[src/rtl/thread_fetch_pkg.sv]
// Shared thread/PC sizing for the fetch, register-file and decode stages.
package thread_fetch_pkg;

    localparam int NTHREADS = 4;
    localparam int TID_W    = 2;
    localparam int PC_W_DEF = 9;

    typedef logic [TID_W-1:0]    tid_t;
    typedef logic [NTHREADS-1:0] tmask_t;

    // One-hot mask for a single thread ID.
    function automatic tmask_t tid_onehot(input tid_t tid);
        return tmask_t'(1) << tid;
    endfunction

endpackage

[src/rtl/thread_fetch_rr.sv]
// Rotating-priority pick over four threads, searching from last+1 onward.
module rr_arbiter4
    import thread_fetch_pkg::*;
(
    input  logic [NTHREADS-1:0] eligible,
    input  logic [TID_W-1:0]    last,
    output logic                grant_valid,
    output logic [TID_W-1:0]    grant
);

    logic [TID_W-1:0] cand;

    // With nothing eligible, grant still points at last+1 so the fetch
    // address stays meaningful.
    always_comb begin
        grant_valid = 1'b0;
        grant       = last + TID_W'(1);
        cand        = '0;
        for (int i = 1; i <= NTHREADS; i++) begin
            cand = last + TID_W'(i);
            if (!grant_valid && eligible[cand]) begin
                grant_valid = 1'b1;
                grant       = cand;
            end
        end
    end

endmodule

[src/rtl/thread_fetch.sv]
// Four-thread round-robin instruction fetch with per-thread PC, redirect and halt.
module thread_fetch
    import thread_fetch_pkg::*;
#(
    parameter int PC_W     = PC_W_DEF,
    parameter int RESET_PC = 0
) (
    input  logic                clk,
    input  logic                clr,
    input  logic [NTHREADS-1:0] thread_active,
    input  logic                stall,
    input  logic                redirect_valid,
    input  logic [TID_W-1:0]    redirect_thread,
    input  logic [PC_W-1:0]     redirect_pc,
    input  logic                halt_valid,
    input  logic [TID_W-1:0]    halt_thread,
    output logic [PC_W-1:0]     imem_addr,
    output logic                fetch_valid,
    output logic [TID_W-1:0]    fetch_thread,
    output logic [PC_W-1:0]     fetch_pc,
    output logic                all_halted
);

    localparam logic [PC_W-1:0] RST_PC = PC_W'(RESET_PC);

    logic [PC_W-1:0]     pc [NTHREADS];
    logic [NTHREADS-1:0] halted;
    logic [TID_W-1:0]    last;

    logic [NTHREADS-1:0] redir_mask;
    logic [NTHREADS-1:0] eligible;
    logic                grant_valid;
    logic [TID_W-1:0]    grant;
    logic                issue;

    // A thread being redirected this cycle must not fetch from its stale PC.
    assign redir_mask = redirect_valid ? tid_onehot(redirect_thread) : '0;
    assign eligible   = thread_active & ~halted & ~redir_mask;

    rr_arbiter4 u_arb (
        .eligible    (eligible),
        .last        (last),
        .grant_valid (grant_valid),
        .grant       (grant)
    );

    assign issue      = ~stall & grant_valid;
    assign imem_addr  = pc[grant];
    assign all_halted = &(halted | ~thread_active);

    always_ff @(posedge clk or posedge clr) begin
        if (clr) begin
            for (int t = 0; t < NTHREADS; t++) pc[t] <= RST_PC;
            halted       <= '0;
            last         <= TID_W'(NTHREADS - 1);
            fetch_valid  <= 1'b0;
            fetch_thread <= '0;
            fetch_pc     <= '0;
        end else begin
            fetch_valid <= issue;
            if (issue) begin
                pc[grant]    <= pc[grant] + PC_W'(1);
                last         <= grant;
                fetch_thread <= grant;
                fetch_pc     <= pc[grant];
            end
            // Redirected thread is never the granted one, so no write conflict.
            if (redirect_valid) pc[redirect_thread] <= redirect_pc;
            if (halt_valid)     halted[halt_thread] <= 1'b1;
        end
    end

endmodule

[config.mk]
export PLATFORM = sky130hd
export DESIGN_NAME = thread_fetch
export DESIGN_NICKNAME = d
export VERILOG_FILES = /design/src/rtl/thread_fetch_pkg.sv /design/src/rtl/thread_fetch_rr.sv /design/src/rtl/thread_fetch.sv
export SDC_FILE = /design/constraint.sdc
export NUM_CORES = 1
export LEC_CHECK = 0
export CAP_MARGIN = 30
export CELL_PAD_IN_SITES_DETAIL_PLACEMENT = 1
export CELL_PAD_IN_SITES_GLOBAL_PLACEMENT = 2
export CORE_ASPECT_RATIO = 0.75
export CORE_UTILIZATION = 30
export CTS_CLUSTER_SIZE = 8
export DETAILED_ROUTE_END_ITERATION = 7
export GPL_TIMING_DRIVEN = 0
export PLACE_DENSITY = 0.76
export SLEW_MARGIN = 20
export SYNTH_ARGS = -nofsm -noshare
export SYNTH_HDL_FRONTEND = slang
export SYNTH_SLANG_ARGS = --single-unit
[constraint.sdc]
create_clock -name clk -period 8.41 [get_ports clk]
set_clock_uncertainty 0.15 [all_clocks]
set_input_delay 1.682 -clock clk [delete_from_list [all_inputs] [get_ports clk]]
set_output_delay 1.682 -clock clk [all_outputs]
set_load 0.02 [all_outputs]
; Word level (Yosys, flattened, before mapping)
; Cells that the tools add are included.
; Widths: inputs -> output; s select.
[totals]
word_cells = 74
register_bits = 54
out_inout_bits = 22
input_bits = 22
[op_classes]
muxes = 29
n_reduce_logical = 10
addsub = 4
n_bitwise = 11
n_shift = 1
magnitude_cmp = 10
[ops]
columns = operator, count
row1 = $bwmux 36, 2
row2 = $mux 36, 2
row3 = $demux 9 s2, 2
row4 = $mux 9, 4
row5 = $bmux 9 s2, 1
row6 = $lt 2x3->1 const B, 5
row7 = $not 4->4, 3
row8 = $add 9x1->9 const B, 1
row9 = $mux 1, 9
row10 = $and 4x4->4, 2
row11 = $bmux 1 s2, 4
row12 = $or 4x4->4, 2
row13 = $ge 3x3->1 const B, 2
row14 = $logic_and 1x1->1, 6
row15 = $lt 3x1->1 const B, 2
row16 = $mux 2, 3
row17 = $not 2->3, 2
row18 = $add 2x2->2 const B, 2
row19 = $mux 4, 1
row20 = $reduce_and 4->1, 1
row21 = $shl 1x2->4 const A, 1
row22 = $logic_not 1->1, 3
row23 = $add 2x1->2 const B, 1
row24 = $demux 1 s2, 1
row25 = other kinds (3), 3

; Logic depth before layout (Yosys ltp)
; Gate-level depths: netlist (run 1).
[depth]
ltp_word = 25
mapped_depth = 16
depth_no_buf = 13

; Cells and area by module
; From an unflattened synthesis (run 1), not the netlist that was laid out.
[unflattened]
cells_unflattened = 323
area_unflattened_um2 = 2930.3
[modules_own_cells]
columns = mod, cells_each, seq_area_each_um2, instances, area_per_inst_um2
row1 = thread_fetch, 307, 1353.8, 1, 2829.0
row2 = rr_arbiter4, 16, 0.0, 1, 101.3

; Least setup slack after synthesis (run 1)
; OpenSTA, ideal clock, no wires.
[synth_path]
path_kind = input port to output port
start = input port redirect_thread[0]
end = output port imem_addr[7]
cell_stages = 10
required_time_ns = 6.578
slack_ns = 2.923
arrival_time_ns = 3.655
n_path_buf = 4
path_cell_list = buf_2 -> or3b_4 -> buf_2 -> a311oi_1 -> o21ai_1 -> o211ai_2 -> buf_6 -> buf_4 -> a21oi_1 -> a32oi_2
[synth_between]
elab_chain_len = 20
word_cells_on_any_way = 28
cone_classes = shift: 1 / mux: 18 / bitwise: 3 / reduce/logical: 6
[synth_lines]
columns = element, line_no
row1 = "start, declared", thread_fetch.sv:13  ; input logic [TID_W-1:0] redirect_thread,
row2 = $shl 1x2->4 (*), thread_fetch_pkg.sv:13  ; return tmask_t'(1) << tid;
row3 = $mux 4 (*), thread_fetch.sv:37  ; assign redir_mask = redirect_valid ? tid_onehot(redirect_thread) : '0;
row4 = $not 4->4 (*), thread_fetch.sv:38  ; assign eligible = thread_active & ~halted & ~redir_mask;
row5 = $and 4x4->4 (*), thread_fetch.sv:38
row6 = $bmux 1 s2, thread_fetch_rr.sv:21  ; if (!grant_valid && eligible[cand]) begin
row7 = $mux 1 (not written as such), thread_fetch_rr.sv:21
row8 = $mux 1, thread_fetch_rr.sv:21
row9 = $logic_not 1->1, thread_fetch_rr.sv:21
row10 = [3 not listed], --
row11 = $logic_and 1x1->1, thread_fetch_rr.sv:21
row12 = $mux 1, thread_fetch_rr.sv:21
row13 = $logic_not 1->1, thread_fetch_rr.sv:21
row14 = $logic_and 1x1->1, thread_fetch_rr.sv:21
row15 = $mux 2 (*), thread_fetch_rr.sv:21
row16 = $not 2->3 (not written as such) (*), thread_fetch.sv:48  ; assign imem_addr = pc[grant];
row17 = $bmux 9 s2 (*), thread_fetch.sv:48
row18 = $mux 9 (not written as such) (*) (2 in a row), thread_fetch.sv:48
row19 = "end, declared", thread_fetch.sv:17  ; output logic [PC_W-1:0] imem_addr,
; Mark *: on every way between the ends. The rest lies on a longest branch, timed or not. The select of a mux whose other input is x is not followed.

; Worst setup path after layout (run 1)
[layout_path]
start = input port thread_active[0]
end = output port imem_addr[7]
[layout_between]
elab_chain_len = 18
word_cells_on_any_way = 26
cone_classes = mux: 17 / bitwise: 3 / reduce/logical: 6
[layout_lines]
columns = element, line_no
row1 = "start, declared", thread_fetch.sv:10  ; input logic [NTHREADS-1:0] thread_active,
row2 = $and 4x4->4 (*) (2 in a row), thread_fetch.sv:38
row3 = $bmux 1 s2, thread_fetch_rr.sv:21
row4 = $mux 1 (not written as such), thread_fetch_rr.sv:21
row5 = $mux 1, thread_fetch_rr.sv:21
row6 = $logic_not 1->1, thread_fetch_rr.sv:21
row7 = $logic_and 1x1->1, thread_fetch_rr.sv:21
row8 = $mux 1, thread_fetch_rr.sv:21
row9 = $logic_not 1->1, thread_fetch_rr.sv:21
row10 = $logic_and 1x1->1, thread_fetch_rr.sv:21
row11 = $mux 1, thread_fetch_rr.sv:21
row12 = $logic_not 1->1, thread_fetch_rr.sv:21
row13 = $logic_and 1x1->1, thread_fetch_rr.sv:21
row14 = $mux 2 (*), thread_fetch_rr.sv:21
row15 = $not 2->3 (not written as such) (*), thread_fetch.sv:48
row16 = $bmux 9 s2 (*), thread_fetch.sv:48
row17 = $mux 9 (not written as such) (*) (2 in a row), thread_fetch.sv:48
; Marks and branches as above.

==> impl_metrics.env, run 1 <==
export IMPL_crit_end="imem_addr[7]"
export IMPL_worst_pin_slew_ns=1.03
export IMPL_r2r_start="halted[0]$_DFFE_PP0P_"
export IMPL_finalNetCount=441
export IMPL_syn_area_um2=3060
export IMPL_overflow=0
export IMPL_yosysUniqueCellTypes=51
export IMPL_hold_viol_final=0
export IMPL_drcViolationCount=0
export IMPL_clk_pin_slew_ns=0.07
export IMPL_insertion_delay_ns=0.30
export IMPL_io_pins=44
export IMPL_cts_buffers=5
export IMPL_post_cts_resized=0
export IMPL_synth_adder_area_share_pct=0.409
export IMPL_cp_start_kind="input port"
export IMPL_route_vias_total=2906
export IMPL_start_util_pct=31.3
export IMPL_ys_flop_type="dfrtp_1"
export IMPL_setup_viol=0
export IMPL_first_global_vias=2847
export IMPL_postLayoutCoreUtil_pct=39.0
export IMPL_critPathKind="input port to output port"
export IMPL_cts_sinks=54
export IMPL_cp_required_ns=6.58
export IMPL_holdCritPathClass="flop to flop"
export IMPL_synth_compound_area_share_pct=20.5
export IMPL_clockBufferDepth=2
export IMPL_grt_pass1_wl_um=16800
export IMPL_n_antenna_cell=0
export IMPL_critical_path_max_fanout=10
export IMPL_synth_xor_area_share_pct=2.29
export IMPL_async_flop_share_pct=100
export IMPL_period_needed_ns=6.88
export IMPL_htreeDepth=2
export IMPL_slew_headroom_pct=31.3
export IMPL_drt_pass1_iterations=4
export IMPL_post_cts_setup_buffers=0
export IMPL_arrival_ns=5.05
export IMPL_gp_congestion=0.822
export IMPL_drv_cap=0
export IMPL_fmax_mhz=145
export IMPL_core_rowCount=31
export IMPL_r2r_setup_slack_ns=4.49
export IMPL_syn_nets=390
export IMPL_area_growth_syn_to_layout_pct=24.8
export IMPL_dpl_instance_area_um2=3660
export IMPL_dp_cells=542
export IMPL_synthMuxAreaShare_pct=0.982
export IMPL_grt_max_degree=34
export IMPL_drtAntennaViolNets=0
export IMPL_p_per_area_nw_per_um2=407
export IMPL_antenna_found_initial=0
export IMPL_rsz0062_at_grt="false"
export IMPL_synth_edf_count=0
export IMPL_synthSimpleGateAreaFrac_pct=26.7
export IMPL_wl_per_cell_um=19.5
export IMPL_synth_top_cell_area_share_pct=42.6
export IMPL_syn_instance_count=367
export IMPL_ys_warn_count=0
export IMPL_synth_top_family_by_area="simple AND/OR/NAND/NOR gates"
export IMPL_setup_worst_path_end_class="output port"
export IMPL_synthTopCellsByArea="dfrtp_1, nand2_1, o21ai_0"
export IMPL_grt_usage_pct=21.5
export IMPL_die_h_um=89.4
export IMPL_first_iter_violations=192
export IMPL_die_area_um2=10600
export IMPL_period_share_pct=81.8
export IMPL_drt_total_wl_um=10700
export IMPL_reg2reg_depth=14
export IMPL_setup_tns_ns=0
export IMPL_design_core_area_um2=9770
export IMPL_die_x_um=119
export IMPL_tritoncts="built"
export IMPL_drive_above_1_share_pct=9.55
export IMPL_drv_slew=0
export IMPL_port_buffers=40
export IMPL_synth_area_leader_cell="dfrtp_1"
export IMPL_r2r_end="pc[17]$_DFF_PP0_"
export IMPL_final_cells=551
export IMPL_cts_root_buf="clkbuf_16"
export IMPL_ys_seq_area_share_pct=44.3
export IMPL_synth_seq_cells=54
export IMPL_yosysMostFrequentCell="nand2_1"
export IMPL_synthTopCellsByCount="nand2_1, dfrtp_1, o21ai_0"
export IMPL_fin_area_um2=3820
export IMPL_finalPower_mw=1.55
export IMPL_ctsHoldBuffers=0
export IMPL_outcome="completed"
export IMPL_power_leakage_nw=1.54
export IMPL_dp_hpwl_um=7640
export IMPL_via_per_inst=5.27
export IMPL_syn_avg_cell_area_um2=8.33
export IMPL_crit_start="thread_active[0]"
export IMPL_vdd_ir_drop_max_mv=0.134
-- power by group --
| group | internal [mW] | switching [mW] |
|---|---|---|
| Clock | 0.119 | 0.0978 |
| Sequential | 0.354 | 0.0525 |
| Combinational | 0.345 | 0.585 |
-- registers in the layout, summed over array words and instances (netlist names) --
register and count:
pc 36, fetch_pc 9, halted 4, fetch_thread 2, last 2, fetch_valid 1
-- routing by layer --
metal / vias up / GRT usage (%) / wire, µm
li1: 1384 / - / -
met1: 1459 / 32.0 / 5770
met2: 53 / 32.6 / 4490
met3: 10 / 3.51 / 368
met4: 0 / 4.60 / 98
met5: - / 0 / 0
-- how the worst min path moves through the flow --
stage,from,endpoint,slack (ns),cells past startpoint
floorplan,halted[0]$_DFFE_PP0P_,halted[0]$_DFFE_PP0P_,0.29,1
global placement,halted[0]$_DFFE_PP0P_,halted[0]$_DFFE_PP0P_,0.31,1
detailed placement,fetch_pc[0]$_DFFE_PP0P_,fetch_pc[0]$_DFFE_PP0P_,0.32,2
CTS,fetch_pc[7]$_DFFE_PP0P_,fetch_pc[7]$_DFFE_PP0P_,0.33,2
global route,fetch_pc[0]$_DFFE_PP0P_,fetch_pc[0]$_DFFE_PP0P_,0.35,2
finish,fetch_pc[0]$_DFFE_PP0P_,fetch_pc[0]$_DFFE_PP0P_,0.33,2
-- stage by stage --
stage / setup slack [ns] / hold slack [ns]
2_1_floorplan: 2.92 / 0.294
3_3_place_gp: 1.54 / 0.309
3_5_place_dp: 1.51 / 0.315
4_1_cts: 1.50 / 0.332
5_1_grt: 1.30 / 0.347
6_report: 1.53 / 0.327
-- worst max-delay path, cell delays in order --
cell	delay (ns)
clkdlybuf4s50_1	0.45
nor2b_1	0.40
a22o_1	0.25
o22ai_1	0.13
nor3_2	0.31
clkbuf_1	0.55
nand2_1	0.14
a32oi_2	0.44
clkdlybuf4s50_1	0.69
-- cell usage in the layout, fill, tap and decap left out, types with 5 or more instances in the layout --
cell / instances
clkbuf_1: 12
nor3_1: 18
a31oi_1: 5
o21ai_0: 38
a21oi_1: 17
nand3_1: 14
and3_1: 5
nand2_1: 93
clkdlybuf4s50_1: 40
inv_1: 7
o21ai_1: 11
clkbuf_16: 5
xnor2_1: 7
dfrtp_1: 52
nor2_1: 22
buf_2: 6
-- layout make-up --
class                   instances  area (µm²)
fillers                      1174        5960
repair buffers                 44         438
clock inverters                 1        5.00
plain buffers                  21         115
clock buffers                   7         143
well taps                     132         165
inverters                       9        37.5
flip-flops and latches         54        1350
multi-input cells             283        1560
-- cells by family (layout without fill, tap and decap cells) --
kind of cell | count (synthesis) | in the layout
muxes | 3 | 3
and+or+nand+nor | 174 | 174
buffers and inverters | 30 | 82
adders and majority gates | 1 | 1
xor gates and xnor gates | 8 | 8
AOI/OAI and AO/OA | 97 | 97
DFF | 54 | 54
No activity file was read; power rests on OpenSTA's default activity.
==> run 2, diff against run 1 <==
==> constraint.sdc (replaced) <==
create_clock -name clk -period 6.8 [get_ports clk]
set_clock_uncertainty 0.15 [all_clocks]
set_input_delay 1.36 -clock clk [delete_from_list [all_inputs] [get_ports clk]]
set_output_delay 1.36 -clock clk [all_outputs]
set_load 0.02 [all_outputs]
==> results of run 2 <==
Same layout as run 1 (identical final DEF). Status: completed.
Main changes from that run: setup slack after placement 1.51 ns -> 0.544 ns; setup slack after layout 1.53 ns -> 0.562 ns; register-to-register setup slack 4.49 ns -> 2.88 ns; total power 1.55 mW -> 1.92 mW; worst IR drop on VDD 0.134 mV -> 0.166 mV
